===== src/rtl/pool_window_gen.sv =====
// pool_window_gen: line-buffered 2x2 / stride-2 window generator for max-pool.
// Takes a raster-ordered signed pixel stream. After the bottom-right pixel of
// each non-overlapping 2x2 window is accepted, it presents the window as two
// packed row pairs, together with a one-cycle valid strobe.
module pool_window_gen #(
  parameter int DW = 22,
  parameter int W  = 24,
  parameter int H  = 24
) (
  input  logic            clk,
  input  logic            rstn,
  input  logic            clr_i,
  input  logic            in_valid_i,
  input  logic [DW-1:0]   in_data_i,
  output logic            out_valid_o,
  output logic [2*DW-1:0] x_m_1_o,
  output logic [2*DW-1:0] x_m_2_o,
  output logic            frame_done_o
);

  localparam int CW = (W > 1) ? $clog2(W) : 1;
  localparam int RW = (H > 1) ? $clog2(H) : 1;
  localparam logic [CW-1:0] COL_LAST = CW'(W - 1);
  localparam logic [RW-1:0] ROW_LAST = RW'(H - 1);

  logic [CW-1:0]   col_q, col_d;
  logic [RW-1:0]   row_q, row_d;
  logic [DW-1:0]   bl_q, bl_d;
  logic            vld_q, vld_d;
  logic            fd_q, fd_d;
  logic [2*DW-1:0] xm1_q, xm1_d, xm2_q, xm2_d;

  // One entry per column. It holds the most recent even (top) row.
  logic [DW-1:0]   lbuf_q [W];

  logic acc;
  assign acc = in_valid_i && !clr_i;

  // Next state: counters, bottom-left hold, and window emit. clr wins over data.
  always_comb begin
    col_d = col_q;
    row_d = row_q;
    bl_d  = bl_q;
    vld_d = 1'b0;
    fd_d  = 1'b0;
    xm1_d = xm1_q;
    xm2_d = xm2_q;
    if (clr_i) begin
      col_d = '0;
      row_d = '0;
      xm1_d = '0;
      xm2_d = '0;
    end else if (in_valid_i) begin
      if (row_q[0] && !col_q[0]) bl_d = in_data_i;
      if (row_q[0] && col_q[0]) begin
        // Because col is odd here, col-1 is the left column of this window.
        xm1_d = {lbuf_q[col_q - CW'(1)], lbuf_q[col_q]};
        xm2_d = {bl_q, in_data_i};
        vld_d = 1'b1;
        fd_d  = (row_q == ROW_LAST) && (col_q == COL_LAST);
      end
      if (col_q == COL_LAST) begin
        col_d = '0;
        row_d = (row_q == ROW_LAST) ? '0 : row_q + RW'(1);
      end else begin
        col_d = col_q + CW'(1);
      end
    end
  end

  // State and output registers. Every output comes straight from a flop.
  always_ff @(posedge clk or negedge rstn) begin
    if (!rstn) begin
      col_q <= '0;
      row_q <= '0;
      bl_q  <= '0;
      vld_q <= 1'b0;
      fd_q  <= 1'b0;
      xm1_q <= '0;
      xm2_q <= '0;
    end else begin
      col_q <= col_d;
      row_q <= row_d;
      bl_q  <= bl_d;
      vld_q <= vld_d;
      fd_q  <= fd_d;
      xm1_q <= xm1_d;
      xm2_q <= xm2_d;
    end
  end

  // The line buffer captures even rows only and is never cleared.
  // The preceding even row always fills a location before anything reads it.
  always_ff @(posedge clk) begin
    if (acc && !row_q[0]) lbuf_q[col_q] <= in_data_i;
  end

  assign out_valid_o  = vld_q;
  assign frame_done_o = fd_q;
  assign x_m_1_o      = xm1_q;
  assign x_m_2_o      = xm2_q;

endmodule


===== config.mk =====
export PLATFORM = sky130hd
export DESIGN_NAME = pool_window_gen
export DESIGN_NICKNAME = d
export VERILOG_FILES = /design/src/rtl/pool_window_gen.sv
export SDC_FILE = /design/constraint.sdc
export NUM_CORES = 1
export LEC_CHECK = 0
export ABC_AREA = 1
export CORE_UTILIZATION = 30
export CTS_BUF_LIST = sky130_fd_sc_hd__clkbuf_16
export CTS_CLUSTER_SIZE = 25
export DETAILED_ROUTE_END_ITERATION = 8
export REMOVE_ABC_BUFFERS = 1
export SYNTH_ARGS = -nofsm -noshare
export SYNTH_HDL_FRONTEND = slang
export SYNTH_SLANG_ARGS = --single-unit
export TNS_END_PERCENT = 20

===== constraint.sdc =====
create_clock -name clk -period 4.08 [get_ports clk]
set_clock_uncertainty 0.15 [all_clocks]
set_input_delay 0.612 -clock clk [delete_from_list [all_inputs] [get_ports clk]]
set_output_delay 0.612 -clock clk [all_outputs]
set_load 0.01 [all_outputs]

### After elaboration in Yosys (flattened, before gate mapping)

Memories as Yosys holds them, arrays and structs flattened.
Cells that the tools add are included.

| storage, ports and cells | value |
|---|---|
| word-level logic and storage cells | 49 |
| memories | 1 |
| bits in writable memories | 528 |
| output and inout bits | 90 |
| register bits after elaboration | 122 |

| cells by class | value |
|---|---|
| bitwise operators | 1 |
| muxes and demuxes | 21 |
| $add $sub $neg | 3 |
| reductions and logical operators | 14 |
| equal/unequal tests | 2 |

Memories:

| memory | words | bits a word | rd ports | clocked after Yosys merged registers in | write ports | RTL line | source |
|---|---|---|---|---|---|---|---|
| lbuf_q | 24 | 22 | 2 | 0 | 1 | 34 | `logic [DW-1:0] lbuf_q [W];` |

Operator list:

| kind | count |
|---|---|
| two-way mux 44 bit | 6 |
| two-way mux 5 bit | 7 |
| adder 5 x 1 -> 5 bit, second input constant | 2 |
| equality test 5 bit, second input constant | 2 |
| two-way mux 1 bit | 8 |
| nonzero test 2 bit | 3 |
| logical AND 1 bit | 5 |
| subtractor 5 x 1 -> 5 bit, second input constant | 1 |
| AND reduction 2 bit | 2 |
| zero test 1 bit | 3 |
| AND reduction 3 bit | 1 |
| NOT 1 bit | 1 |

### Longest topological paths before layout

Gate-level depths: netlist of the first run.

| logic depth | value |
|---|---|
| depth after elaboration | 5 |
| gate-level depth with buffers | 18 |
| gate-level depth less buffers | 12 |

### Least setup slack after synthesis of the first run

OpenSTA, ideal clock, no wires.

| timing | value |
|---|---|
| kind | flip-flop to flip-flop |
| start point | reg col_q[1] |
| end point | mem lbuf_q[0][0] (enable) |
| setup time | 0.401 ns |
| period minus slack after synthesis | 2.901 ns |
| buffers on the path | 2 |
| data arrival time | 2.350 ns |
| setup slack | 1.179 ns |
| stages on the path, launching flop included | 7 |
| cell sequence | dfrtp_1 > inv_1 > buf_2 > clkbuf_1 > ha_1 > nand2_1 > nor2_1 |

RTL lines:

| what | RTL line | source |
|---|---|---|
| start, declared | 26 | `logic [CW-1:0] col_q, col_d;` |
| start signal, assigned | 82 | `col_q <= col_d;` |
| end, declared | 34 |  |

Straight into the memory's write port.

### Final worst setup path of the first run

| timing | value |
|---|---|
| start point | reg col_q[0] |
| end point | reg xm1_q[43], in the netlist x_m_1_o[43] |

| on the way | value |
|---|---|
| word-level cells in the longest chain between the ends | 5 |
| elaborated cells on any way between the ends | 8 |
| those cells by class | 1 x add/sub; 3 x mux; 3 x reduce/logical; 1 x memory |

Ends and longest elaborated chain:

| what | RTL line | source |
|---|---|---|
| subtractor 5 x 1 -> 5 bit | 57 | `xm1_d = {lbuf_q[col_q - CW'(1)], lbuf_q[col_q]};` |
| memory (24 x 22 bit) | n/a |  |
| two-way mux 44 bit | 55 | `if (row_q[0] && col_q[0]) begin` |
| two-way mux 44 bit | 53 | `end else if (in_valid_i) begin` |
| two-way mux 44 bit | 48 | `if (clr_i) begin` |
| end signal, assigned | 87 | `xm1_q <= xm1_d;` |
| end, declared | 31 | `logic [2*DW-1:0] xm1_q, xm1_d, xm2_q, xm2_d;` |

Parallel ways exist; a longest one is shown, timed or not. The select of a mux whose other input is x is not followed.
A chain may end at the register's enable or synchronous reset.

==> results.txt, run 1 <==
----------------------------------------------------
[Status]
  Status ... finished, final reports clean

[Floorplan]
  Height of the die ... 331 um
  Area of the die ... 109000 um2
  X dimension of the die ... between 300 and 400 um
  Number of primary I/O pins ... approximately 120
  Effective utilization at floorplan ... 0.303
  Number of rows created at floorplan ... 120
  Area of the core region ... 107000 um2

[Logic synthesis]
  Simple-gate portion of the synthesized area ... 0.304
  Sequential element share of the synthesized area ... 0.583
  Share of the synthesized netlist area taken by xor and xnor gates ... 0.000811
  Compound-cell area share of the yosys netlist ... 0.0254
  Number of warnings printed during yosys synthesis ... 0
  Share of synthesized cell area in full adder, half adder and majority cells ... 0.00193
  Number of distinct library cells after synthesis ... 25
  Flops & latches, synth ... 650
  Share of synthesized area spent on multiplexers ... 0
  Synthesized netlist cell count ... 3859
  Combinational family with the most area after synthesis ... simple AND/OR/NAND/NOR gates
  Area of the mapped netlist ... roughly 32000 um2
  Mean cell area of the mapped netlist ... ~8.4 um2

[Timing]
  Max Clock Freq ... approximately 320 MHz
  Count of final hold-check violations ... 0
  Final count of pins violating max slew ... 0
  Final setup violation count ... 0
  Post-route clock period utilization ... 0.758
  Fin Setup TNS ... 0 ns
  Hold slack final ... 0.326 ns
  Unrepaired setup endpoints after global routing ... no
  Worst slew margin ... 0.237
  Worst Tran Pin Value ... 1.14 ns
  Crit path time final ... 3.09 ns

[Hold path]
  Worst min-delay path endpoint ... x_m_1_o[17]
  Depth of the worst hold-timing path ... 2
  Start point of the worst min-delay path ... x_m_1_o[17]
  Worst hold-check path type ... reg2reg

[Critical path]
  Worst flop-to-flop path endpoint ... x_m_1_o[43]
  Launching element type of the critical path ... flop
  Worst reg2reg path startpoint ... col_q[0]
  Cells traversed along the worst timing path ... inv_8 -> ha_4 -> inv_4 -> buf_4 -> nand3_1 -> nand3_1 -> nand3_1 -> nand2_1 -> inv_1 -> nand2_1 -> nand2_1
  Length in cells of the worst reg-to-reg path ... 11
  Maximum fanout along the worst path ... 53
  Delay of the slowest cell on the worst path ... 0.60 ns
  Data required time of the worst path ... 4.43 ns
  Register-to-Register Setup Slack ... 0.99 ns
  Critical path class ... reg2reg
  Crit path capture type ... flop
  WP data arrival ... 3.44 ns
  Cell with the biggest individual delay on the critical path ... sky130_fd_sc_hd__dfrtp_4

[Routing]
  Number of remaining DRC errors ... 0
  First drt pass iteration count ... 6
  Wire length reported by the detailed router ... 101000 um
  Initial detailed-routing violation count ... 2791
  Detail Route Antenna Nets ... 0
  Vias ... 26.3k
  Routed length per placed instance ... 18.8 um
  Average via count per standard cell ... 4.89

[CTS]
  Hold-fix buffers, CTS ... 1
  Worst-case clock buffer depth ... 3
  Total clock buffers created by CTS ... between 70 and 80
  Count of buffers added by post-CTS timing repair for setup ... 0
  Count of cells resized by post-cts repair ... 0
  Clock Tree Root ... sky130_fd_sc_hd__clkbuf_16
  CTS tree ... done
  Clock latency at the later pin of the worst-skew pair ... roughly 0.64 ns
  Maximum level of the CTS H-tree ... 3
  TritonCTS Sinks ... 650
  Clock transition at the registers of the reported paths ... 0.06 ns

[Global routing]
  Total global routing overflow ... 0
  Antenna violations before repair ... 2
  Pin count of the biggest net entering global routing ... 189
  Via count of the first global-routing pass ... 24.8k
  GRT Util Overall ... 0.184
  Global-route wire length before repair ... 152000 um

[Pwr]
  Sum of internal, switching and leakage power ... 16.4 mW
  Power density over cell area ... 432 nW/um2
  Worst IR Drop VDD ... 0.000304 V
  Leak Pwr ... 16.6 nW

[Layout]
  Layout Nets ... 3942
  Highest-count cells in the layout ignoring fill and taps ... sky130_fd_sc_hd__nand2_1 (1481), sky130_fd_sc_hd__nand3_1 (713), sky130_fd_sc_hd__edfxtp_1 (528)
  Most common library cell in the layout ignoring fill and taps ... sky130_fd_sc_hd__nand2_1
  Fraction of final layout cells sized beyond drive strength 1 ... 0.0627
  Area grow syn2layout ... 17.0%
  Count of antenna diodes in the layout ... 0

[Placed design]
  Count of port buffers added during placement ... 115
  Placed wire-length estimate ... slightly above 60000 um
  Placer's final routability congestion estimate ... 0.830

[Flow run]
  Number of max-cap violations ... 0

----------------------------------------------------
==> metrics by stage <==
stage               instances  area [um2]   util  setup slack (ns)
floorplan                3622       31300      -            -21.91
global placement         5236       35400  0.331             0.710
detailed placement       5236       35400  0.331             0.679
CTS                      5374       37900  0.354              1.00
global route             5374       37900  0.354             0.833
finish                   5374       37900  0.354             0.986
==> state kept, by name (all words and copies together) (netlist names) <==
name	cells
x_m_1_o	44
bl_q	22
col_q	5
frame_done_o	1
lbuf_q	528
out_valid_o	1
row_q	5
x_m_2_o	44
==> logic make-up (layout without fill, tap and decap cells) <==
logic type,after synthesis,after routing
AND/OR/NAND/NOR,2383,2383
buffers and inverters,677,789
XOR/XNOR,3,3
adder cells (fa/ha/maj),5,5
AO/OA/AOI/OAI,141,141
flip-flops,650,650
==> worst max-delay path by stage <==
stage,startpoint,endpoint,slack (ns),depth (start not counted)
after floorplan,col_q[0],x_m_1_o[22],-21.91,10
after global placement,in_valid_i,lbuf_q[14][7],0.71,8
after detailed placement,in_valid_i,lbuf_q[14][7],0.68,8
after CTS,col_q[1],lbuf_q[14][10],1.00,5
after global routing,col_q[0],x_m_1_o[11],0.83,11
final,col_q[0],x_m_1_o[43],0.99,11
==> layout make-up <==
| class | count | area (um2) |
|---|---|---|
| fillers | 10678 | 69100 |
| flip-flops and latches | 650 | 18900 |
| multi-input cells | 2532 | 11000 |
| repair buffers | 212 | 2100 |
| clock buffers | 77 | 1930 |
| well taps | 1403 | 1760 |
| inverters | 440 | 1670 |
| clock inverters | 60 | 556 |
==> Yosys cell counts (all sizes together) <==
master,instances,area share
nor3,3,0.00046
nand2,1482,0.17
o22ai,2,0.00039
o31ai,1,0.00023
edfxtp,528,0.49
o211ai,11,0.0025
xor2,3,0.00081
buf,151,0.023
ha,5,0.0019
a22o,22,0.0059
nand4,1,0.00019
dfrtp,122,0.094
inv,440,0.051
a21boi,1,0.00023
clkbuf,86,0.010
o21ai,104,0.016
nor2,183,0.021
nand3,714,0.11
==> power by group <==
group          switching, mW  leakage (nW)  internal, mW
Clock                   2.79          1.28          4.01
Combinational           1.58          8.88         0.640
Sequential            0.0766          6.41          7.29
==> routing by layer <==
| metal | vias up | GRT usage | share of wire |
|---|---|---|---|
| met1 | 12417 | 0.257 | 0.43 |
| met5 | - | 0 | 0 |
| li1 | 12580 | - | - |
| met2 | 1100 | 0.294 | 0.46 |
| met4 | 0 | 0.0600 | 0.030 |
| met3 | 184 | 0.0246 | 0.080 |
==> worst max-delay path: cells and delay by family, from the launching register on <==
| kind | cells | cell delay (ns) |
|---|---|---|
| buf+inv | 4 | 1.18 |
| flops | 1 | 0.60 |
| simple gates | 6 | 0.67 |
| fa+ha+maj | 1 | 0.28 |
(Power assumes the default switching activity.)
==> run 2: changes to the inputs <==
clock period = 3.2 ns   (was 4.08 ns; I/O delays follow)
==> run 2 against run 1 <==
Against the previous run:
- via count up 1.1%
- critical path type unchanged
- sequential cell count unchanged
- wire length up 1.9%
- cell count is 0.58% higher
- die area did not move
- worst setup slack worse by 0.45 ns
- sequential share of layout area decreased by 0.42 points
==> results.txt, run 2 (same netlist as run 1, synthesis figures left out) <==
----------------------------------------------------
[Pwr]
  Sum of internal, switching and leakage power ... 20.5 mW
  Psw ... 5.69 mW
  Power density over cell area ... 537 nW/um2
  Worst IR Drop VDD ... 0.000476 V
  Clock power frac ... 0.404
  Reg power frac ... 0.457
  Combinational Power Share ... 0.139
  Leak Pwr ... 16.7 nW
  Switching share of power ... 0.277
  Internal cell power ... 14.8 mW

[Floorplan]
  X dimension of the die ... 331 um
  Area of the core region ... approximately 110000 um2
  Area of the die ... 109000 um2
  Effective utilization at floorplan ... 0.303
  Height of the die ... 331 um
  Number of primary I/O pins ... 116
  Number of rows created at floorplan ... 120

[Global routing]
  GRT Util Overall ... 0.186
  Pin count of the biggest net entering global routing ... 182
  Grt met2 use ... 0.291
  Most crowded layer after global routing ... met2
  GR Layer Usage met1 ... 0.264
  Via count of the first global-routing pass ... around 25k
  Total global routing overflow ... 0
  Antenna violations before repair ... 2
  Met3 global-route usage ... 0.0294
  Global-route wire length before repair ... 154000 um

[Layout]
  Layout Nets ... 3972
  Register ranked first by flip-flop count ... lbuf_q
  Area grow syn2layout ... 18.0%
  Post-route cell area ... 38200 um2
  Most common library cell in the layout ignoring fill and taps ... sky130_fd_sc_hd__nand2_1
  Count of antenna diodes in the layout ... 0
  Flip-flop count of the largest register, all copies and words added ... between 500 and 600
  Highest-count cells in the layout ignoring fill and taps ... sky130_fd_sc_hd__nand2_1 (1481), sky130_fd_sc_hd__nand3_1 (713), sky130_fd_sc_hd__edfxtp_1 (528)
  Fraction of final layout cells sized beyond drive strength 1 ... 0.0675

[Timing]
  Minimum setup slack in the final design ... approximately 0.54 ns
  Fin Setup TNS ... 0 ns
  Worst slew margin ... 0.395
  Worst Tran Pin Value ... 0.908 ns
  Final count of pins violating max slew ... 0
  Crit path time final ... around 2.7 ns
  Final setup violation count ... 0
  Max Clock Freq ... 375 MHz
  Unrepaired setup endpoints after global routing ... no
  Count of final hold-check violations ... 0
  Post-route clock period utilization ... 0.832

[CTS]
  Worst-case clock buffer depth ... 3
  Count of cells resized by post-cts repair ... 0
  Clock latency at the later pin of the worst-skew pair ... roughly 0.64 ns
  Clock transition at the registers of the reported paths ... 0.06 ns
  Hold-fix buffers, CTS ... 1
  TritonCTS Sinks ... 650
  Clock Tree Root ... sky130_fd_sc_hd__clkbuf_16
  Count of buffers added by post-CTS timing repair for setup ... 0
  Maximum level of the CTS H-tree ... 3
  CTS tree ... done
  Total clock buffers created by CTS ... 75

[Critical path]
  Crit path capture type ... flop
  Data required time of the worst path ... 3.58 ns
  Maximum fanout along the worst path ... 30
  Critical path class ... reg2reg
  WP data arrival ... 3.04 ns
  Launching element type of the critical path ... flop

[Placed design]
  Standard cell area after detailed placement ... 35900 um2
  Placed wire-length estimate ... 62900 um
  Count of port buffers added during placement ... 115
  Placer's final routability congestion estimate ... ~0.84
  Pre-CTS setup slack ... 0.350 ns

[Status]
  Status ... finished, final reports clean

[Hold path]
  Worst hold-check path type ... in2async

[Routing]
  Number of remaining DRC errors ... 0
  First drt pass iteration count ... 8
  Initial detailed-routing violation count ... 2820
  Average via count per standard cell ... 4.91
  Detail Route Antenna Nets ... 0
  Wire length reported by the detailed router ... 103000 um
  Vias ... 26.6k
  Routed length per placed instance ... 19.0 um

[Flow run]
  Number of max-cap violations ... 0

----------------------------------------------------
[run 2: cell count changes in the layout (fill, tap and decap cells not counted), moves of 4 or more]
cell,change
sky130_fd_sc_hd__bufinv_16,-4
sky130_fd_sc_hd__inv_1,+4
sky130_fd_sc_hd__buf_4,+12
sky130_fd_sc_hd__clkinv_1,+6
sky130_fd_sc_hd__buf_12,+18
[run 2: cell type report]
| class | count | area (um2) |
|---|---|---|
| Clock buffer | 75 | 1880 |
| Clock inverter | 63 | 475 |
| Fill cell | 10732 | 68800 |
| Inverter | 440 | 1670 |
| Multi-Input combinational cell | 2532 | 11000 |
| Sequential cell | 650 | 18900 |
| Tap cell | 1403 | 1760 |
| Timing Repair Buffer | 242 | 2550 |
[run 2: power by group through the flow]
stage	registers (mW)	logic (mW)	clock network, mW
after floorplan	9.67	1.74	0
after global placement	9.55	2.81	0
after detailed placement	9.55	2.83	0
after CTS	9.38	2.84	8.49
after global routing	9.40	3.12	8.79
final	9.38	2.85	8.30
[run 2: per-stage QoR]
stage / utilization / hold slack (ns) / instances
final: 0.357 / 0.187 / 5405
after CTS: 0.357 / 0.172 / 5405
after detailed placement: 0.335 / 0.294 / 5266
after floorplan: - / 0.0344 / 3622
after global routing: 0.357 / 0.211 / 5405
after global placement: 0.335 / 0.295 / 5266
[run 2: final timing paths]
| path | depth (start not counted) | startpoint | slack [ns] | to |
|---|---|---|---|---|
| setup / recovery | 11 | col_q[0] | 0.54 | x_m_1_o[41] |
| hold / removal | 2 | rstn | 0.19 | bl_q[12] |
| setup reg to reg | 11 | col_q[0] | 0.54 | x_m_1_o[41] |
| hold reg to reg | 2 | x_m_1_o[31] | 0.33 | x_m_1_o[31] |
| max in group asynchronous | 3 | rstn | 1.87 | x_m_1_o[39] |
| min in group clk | 2 | x_m_1_o[31] | 0.33 | x_m_1_o[31] |
[run 2: worst max-delay path: stages (launching register included)]
cell	delay, ns
sky130_fd_sc_hd__dfrtp_4	0.51
sky130_fd_sc_hd__inv_8	0.19
sky130_fd_sc_hd__ha_4	0.25
sky130_fd_sc_hd__inv_4	0.26
sky130_fd_sc_hd__buf_4	0.41
sky130_fd_sc_hd__nand3_1	0.14
sky130_fd_sc_hd__nand3_1	0.18
sky130_fd_sc_hd__nand3_1	0.11
sky130_fd_sc_hd__nand2_1	0.10
sky130_fd_sc_hd__nand2_1	0.06
sky130_fd_sc_hd__nand2_1	0.09
sky130_fd_sc_hd__nand2_1	0.06
[run 2: metal layers]
| layer | vias up | routed length (um) |
|---|---|---|
| met5 | - | 0 |
| met4 | 0 | 2510 |
| met3 | 154 | 8310 |
| met2 | 1123 | 46500 |
| met1 | 12658 | 45400 |
| li1 | 12623 | - |
